File: src/rtl/mem_port_arbiter.sv
// Shares one memory port between instruction fetch (I) and data access (D), one transaction at a time.
// Build option MEMARB_ROUND_ROBIN_EN: round-robin on contention; otherwise D always beats I.
module mem_port_arbiter #(
   parameter int ADDR_WIDTH = 32,
   parameter int DATA_WIDTH = 32
) (
   input  logic                    clk,
   input  logic                    rst,
   input  logic                    i_req_valid,
   output logic                    i_req_ready,
   input  logic [ADDR_WIDTH-1:0]   i_req_addr,
   output logic                    i_resp_valid,
   output logic [DATA_WIDTH-1:0]   i_resp_rdata,
   input  logic                    d_req_valid,
   output logic                    d_req_ready,
   input  logic [ADDR_WIDTH-1:0]   d_req_addr,
   input  logic                    d_req_wen,
   input  logic [DATA_WIDTH-1:0]   d_req_wdata,
   input  logic [DATA_WIDTH/8-1:0] d_req_wmask,
   output logic                    d_resp_valid,
   output logic [DATA_WIDTH-1:0]   d_resp_rdata,
   output logic                    mem_req_valid,
   input  logic                    mem_req_ready,
   output logic [ADDR_WIDTH-1:0]   mem_req_addr,
   output logic                    mem_req_wen,
   output logic [DATA_WIDTH-1:0]   mem_req_wdata,
   output logic [DATA_WIDTH/8-1:0] mem_req_wmask,
   input  logic                    mem_resp_valid,
   input  logic [DATA_WIDTH-1:0]   mem_resp_rdata
);
   localparam int MASK_WIDTH = DATA_WIDTH / 8;
   localparam logic PORT_I = 1'b0;
   localparam logic PORT_D = 1'b1;

   typedef enum logic [1:0] {IDLE = 2'd0, REQ = 2'd1, RESP = 2'd2} state_t;

   state_t                  state_r, state_s;
   logic                    owner_r;
   logic                    grant_i_s, grant_d_s;
   logic [ADDR_WIDTH-1:0]   addr_r;
   logic                    wen_r;
   logic [DATA_WIDTH-1:0]   wdata_r;
   logic [MASK_WIDTH-1:0]   wmask_r;
   logic                    i_resp_valid_r, d_resp_valid_r;
   logic [DATA_WIDTH-1:0]   i_rdata_r, d_rdata_r;
`ifdef MEMARB_ROUND_ROBIN_EN
   logic                    last_grant_r;
`endif

   // Arbitration: only an IDLE arbiter grants, and at most one port at a time
   always_comb begin
      grant_i_s = 1'b0;
      grant_d_s = 1'b0;
      if (state_r == IDLE) begin
`ifdef MEMARB_ROUND_ROBIN_EN
         if (i_req_valid && d_req_valid) begin
            grant_d_s = (last_grant_r == PORT_I);
            grant_i_s = (last_grant_r == PORT_D);
         end else begin
            grant_d_s = d_req_valid;
            grant_i_s = i_req_valid;
         end
`else
         grant_d_s = d_req_valid;
         grant_i_s = i_req_valid & ~d_req_valid;
`endif
      end else begin
         grant_i_s = 1'b0;
         grant_d_s = 1'b0;
      end
   end

   // Next-state logic
   always_comb begin
      state_s = state_r;
      case (state_r)
         IDLE: begin
            if (grant_i_s || grant_d_s) state_s = REQ;
            else                        state_s = IDLE;
         end
         REQ: begin
            if (mem_req_ready) state_s = RESP;
            else               state_s = REQ;
         end
         RESP: begin
            if (mem_resp_valid) state_s = IDLE;
            else                state_s = RESP;
         end
         default: state_s = IDLE;
      endcase
   end

   // State register
   always_ff @(posedge clk or posedge rst) begin
      if (rst) state_r <= IDLE;
      else     state_r <= state_s;
   end

   // Payload capture on grant and response routing back to the owner
   always_ff @(posedge clk or posedge rst) begin
      if (rst) begin
         owner_r        <= PORT_I;
         addr_r         <= {ADDR_WIDTH{1'b0}};
         wen_r          <= 1'b0;
         wdata_r        <= {DATA_WIDTH{1'b0}};
         wmask_r        <= {MASK_WIDTH{1'b0}};
         i_resp_valid_r <= 1'b0;
         d_resp_valid_r <= 1'b0;
         i_rdata_r      <= {DATA_WIDTH{1'b0}};
         d_rdata_r      <= {DATA_WIDTH{1'b0}};
      end else begin
         i_resp_valid_r <= 1'b0;
         d_resp_valid_r <= 1'b0;
         case (state_r)
            IDLE: begin
               if (grant_d_s) begin
                  owner_r <= PORT_D;
                  addr_r  <= d_req_addr;
                  wen_r   <= d_req_wen;
                  wdata_r <= d_req_wdata;
                  wmask_r <= d_req_wmask;
               end else if (grant_i_s) begin
                  owner_r <= PORT_I;
                  addr_r  <= i_req_addr;
                  wen_r   <= 1'b0;
                  wdata_r <= {DATA_WIDTH{1'b0}};
                  wmask_r <= {MASK_WIDTH{1'b0}};
               end
            end
            RESP: begin
               if (mem_resp_valid) begin
                  if (owner_r == PORT_D) begin
                     d_resp_valid_r <= 1'b1;
                     d_rdata_r      <= mem_resp_rdata;
                  end else begin
                     i_resp_valid_r <= 1'b1;
                     i_rdata_r      <= mem_resp_rdata;
                  end
               end
            end
            default: ;
         endcase
      end
   end

`ifdef MEMARB_ROUND_ROBIN_EN
   // Every grant, contended or not, moves the round-robin pointer
   always_ff @(posedge clk or posedge rst) begin
      if (rst)                          last_grant_r <= PORT_I;
      else if (grant_d_s)               last_grant_r <= PORT_D;
      else if (grant_i_s)               last_grant_r <= PORT_I;
      else                              last_grant_r <= last_grant_r;
   end
`endif

   assign i_req_ready   = grant_i_s;
   assign d_req_ready   = grant_d_s;
   assign mem_req_valid = (state_r == REQ);
   assign mem_req_addr  = addr_r;
   assign mem_req_wen   = wen_r;
   assign mem_req_wdata = wdata_r;
   assign mem_req_wmask = wmask_r;
   assign i_resp_valid  = i_resp_valid_r;
   assign i_resp_rdata  = i_rdata_r;
   assign d_resp_valid  = d_resp_valid_r;
   assign d_resp_rdata  = d_rdata_r;

endmodule

File: config.mk
export PLATFORM = sky130hd
export DESIGN_NAME = mem_port_arbiter
export DESIGN_NICKNAME = d
export VERILOG_FILES = /design/src/rtl/mem_port_arbiter.sv
export SDC_FILE = /design/constraint.sdc
export NUM_CORES = 1
export LEC_CHECK = 0
export BUFFER_PORTS_ARGS = -buffer_cell sky130_fd_sc_hd__buf_2
export CAP_MARGIN = 20
export CORE_MARGIN = 3
export CORE_UTILIZATION = 47
export CTS_BUF_LIST = sky130_fd_sc_hd__clkbuf_8
export CTS_CLUSTER_DIAMETER = 200
export DETAILED_ROUTE_END_ITERATION = 8
export GPL_TIMING_DRIVEN = 0
export PLACE_DENSITY_LB_ADDON = 0.15
export SLEW_MARGIN = 20
export SYNTH_ARGS = -nofsm -noshare
export SYNTH_HDL_FRONTEND = slang
export SYNTH_SLANG_ARGS = --single-unit
File: constraint.sdc
create_clock -name clk -period 5.5 [get_ports clk]
set_input_delay 0.55 -clock clk [delete_from_list [all_inputs] [get_ports clk]]
set_output_delay 0.55 -clock clk [all_outputs]
set_load 0.02 [all_outputs]
==> impl_metrics.tcl <==
set metrics [dict create \
    cts_resized 0 \
    grt_antenna_before_repair 0 \
    io_pins 277 \
    gp_congestion 0.788 \
    final_common_cell "buf_2" \
    max-vdd-ir-drop_mv 0.366 \
    fmax_mhz 414 \
    drtAntennaViolNets 0 \
    skew_ps 9.45 \
    hold_violations 0 \
    via_count 3949 \
    grt_pass1_vias 4159 \
    arrival_ps 1870 \
    area_growth_pct 37.2 \
    layout.cells.non_filler 788 \
    min_path_type "in2async" \
    rsz0062_at_grt "false" \
    dp_slack_ps 3360 \
    clock_latency_ps 440 \
    finalNetCount 774 \
    antenna_cells 0 \
    worstMarginPinSlew_ps 546 \
    dp_hpwl_mm 10.4 \
    crit_type "reg2out" \
    drive_gt1_share_pct 69.9 \
    r2r_setup_slack_ps 3840 \
    top_layer_used "met4" \
    cts_hold_buf 0 \
    drt_iter0_drc 197 \
    cp_max_fo 10 \
    slew_viol_final 0 \
    cts_setup_buffers 0 \
    drt_first_pass_iters 4 \
    netlist_area_sq_um 5440 \
    wl_per_cell_um 17.1 \
    syn_nets 479 \
    yosys_warnings 0 \
    grt_first_pass_wirelength_mm 20.9 \
    relSlewSlack_pct 63.6 \
    rr_endpoint "i_resp_rdata[20]" \
    r2r.worst_path.cells 4 \
    cpMaxStageDelayCell "dfrtp_1" \
    drcViolationCount 0 \
    worstPathCellList "nor2_1 -> and2_1 -> clkbuf_1 -> buf_2" \
    final_cell_mix "buf_2 (288), dfrtp_1 (138), mux2_2 (128)" \
    clkSinkCount 138 \
    period_needed_ps 2420 \
    gr-total-overflow 0 \
    die_w_um 114 \
    critPathLaunchType "flop" \
    dieArea_sq_um 12900 \
    clkTransAtPathRegs_ps 80 \
    syn_avg_cell_area_sq_um 16.0 \
    startpoint "state_r[0]" \
    drv_cap 0 \
    dr_wl_met3_mm 1.23 \
    routed_via_density 5.01 \
    initial_utilization_pct 49.1 \
    met2_length_mm 6.91 \
    synthCells 340 \
    end_kind "primary output" \
    fin_crit_sh_pct 44.0 \
    wl_met1_mm 4.99 \
    ys_seq_area_share_pct 63.5 \
    grt_max_degree 115 \
    fin_ws_ps 3080 \
    setup_viol 0 \
    cp_data_required_time_ps 4950 \
    cts_buffers 17 \
    hold_ws_ps 45.2 \
    outcome "finished clean" \
    reg2reg_from "state_r[0]" \
    core_area_sq_um 11100 \
    clockRootBuffer "clkbuf_8" \
    ys_types 17 \
    p_per_area_nw_per_um2 619 \
    cellLeakagePower_uw 0.00389 \
    grt_use_total_pct 21.2 \
    crit_end "d_req_ready" \
    dieHeight_um 114 \
    ys_ff_latch 138 \
    cts_tree "done" \
    num_rows 38 \
    clk_path_buf_depth 2 \
    htree_levels 4 \
    finalPower_uw 4620 \
    routed_wirelength_mm 13.5 \
    slowest_delay_ps 400 \
    port-buffer-count 275 \
    dp_cells 756 \
]
-- cells in the mapped netlist --
cell	instances	area share [%]
buf_6	3	0.62
nand3_1	1	0.092
nor3b_4	1	0.35
a21o_1	1	0.14
a22o_1	38	6.1
and2_1	1	0.12
mux2_2	128	27
clkbuf_1	5	0.35
nand2_1	1	0.069
nor2b_2	1	0.16
dfrtp_1	138	64
o21ai_0	1	0.092
inv_1	4	0.28
buf_2	13	1.2
nor2_1	2	0.14
nand2b_1	1	0.12
o21ai_2	1	0.16
-- routing by layer --
layer | up-vias | global-route usage [%]
li1 | 1822 | -
met1 | 1908 | 24.0
met2 | 189 | 35.9
met3 | 30 | 7.69
met4 | 0 | 9.29
met5 | - | 0
-- critical path: cells and delay by family, from the launching register on --
family        cells  cell delay (ps)
flops             1              400
simple gates      2              410
buf+inv           2              620
-- metrics by stage --
step                area [sq um]  util [%]  TNS, ps
floorplan                   5440         -        0
CTS                         7460      67.4        0
detailed placement          7020      63.4        0
global placement            6990      63.1    -4370
global route                7460      67.4        0
finish                      7460      67.4        0
-- how the worst min path moves through the flow --
stage | start | to | slack, ps | depth (start not counted)
after floorplan | owner_r | owner_r | 530 | 1
after global placement | mem_req_wdata[12] | mem_req_wdata[12] | 480 | 1
after detailed placement | mem_req_wdata[28] | mem_req_wdata[28] | 480 | 1
after CTS | rst | mem_req_addr[3] | 20 | 2
after global routing | rst | mem_req_addr[3] | 40 | 2
final | rst | mem_req_addr[3] | 50 | 2
-- cells by family (layout without fill, tap and decap cells) --
| family | Yosys count | after routing | share of synthesized area [%] |
|---|---|---|---|
| buffers and inverters | 25 | 333 | 2.44 |
| AND/OR/NAND/NOR | 8 | 8 | 1.04 |
| AO/OA/AOI/OAI | 41 | 41 | 6.51 |
| flip-flops | 138 | 138 | 63.5 |
| multiplexers | 128 | 128 | 26.5 |
-- area by class of cell --
| class | instances | area, sq um |
|---|---|---|
| fill | 876 | 3620 |
| sequential | 138 | 3450 |
| timing repair buffer | 276 | 1400 |
| multi-input combinational | 177 | 1850 |
| buffer | 21 | 118 |
| clock inverter | 13 | 176 |
| tap | 140 | 175 |
| clock buffer | 19 | 262 |
| inverter | 4 | 22.5 |
-- where the power goes --
part / total [uW] / internal, uW / switching (uW)
Clock: 892 / 514 / 378
Combinational: 2000 / 842 / 1160
Sequential: 1730 / 1490 / 234
-- flip-flops by register name (all words and copies together), names as in the netlist --
register	count
i_resp_rdata	32
owner_r	1
mem_req_wmask	4
mem_req_addr	32
d_resp_valid	1
d_resp_rdata	32
state_r	2
mem_req_wdata	32
mem_req_wen	1
i_resp_valid	1
(Power assumes the default switching activity.)
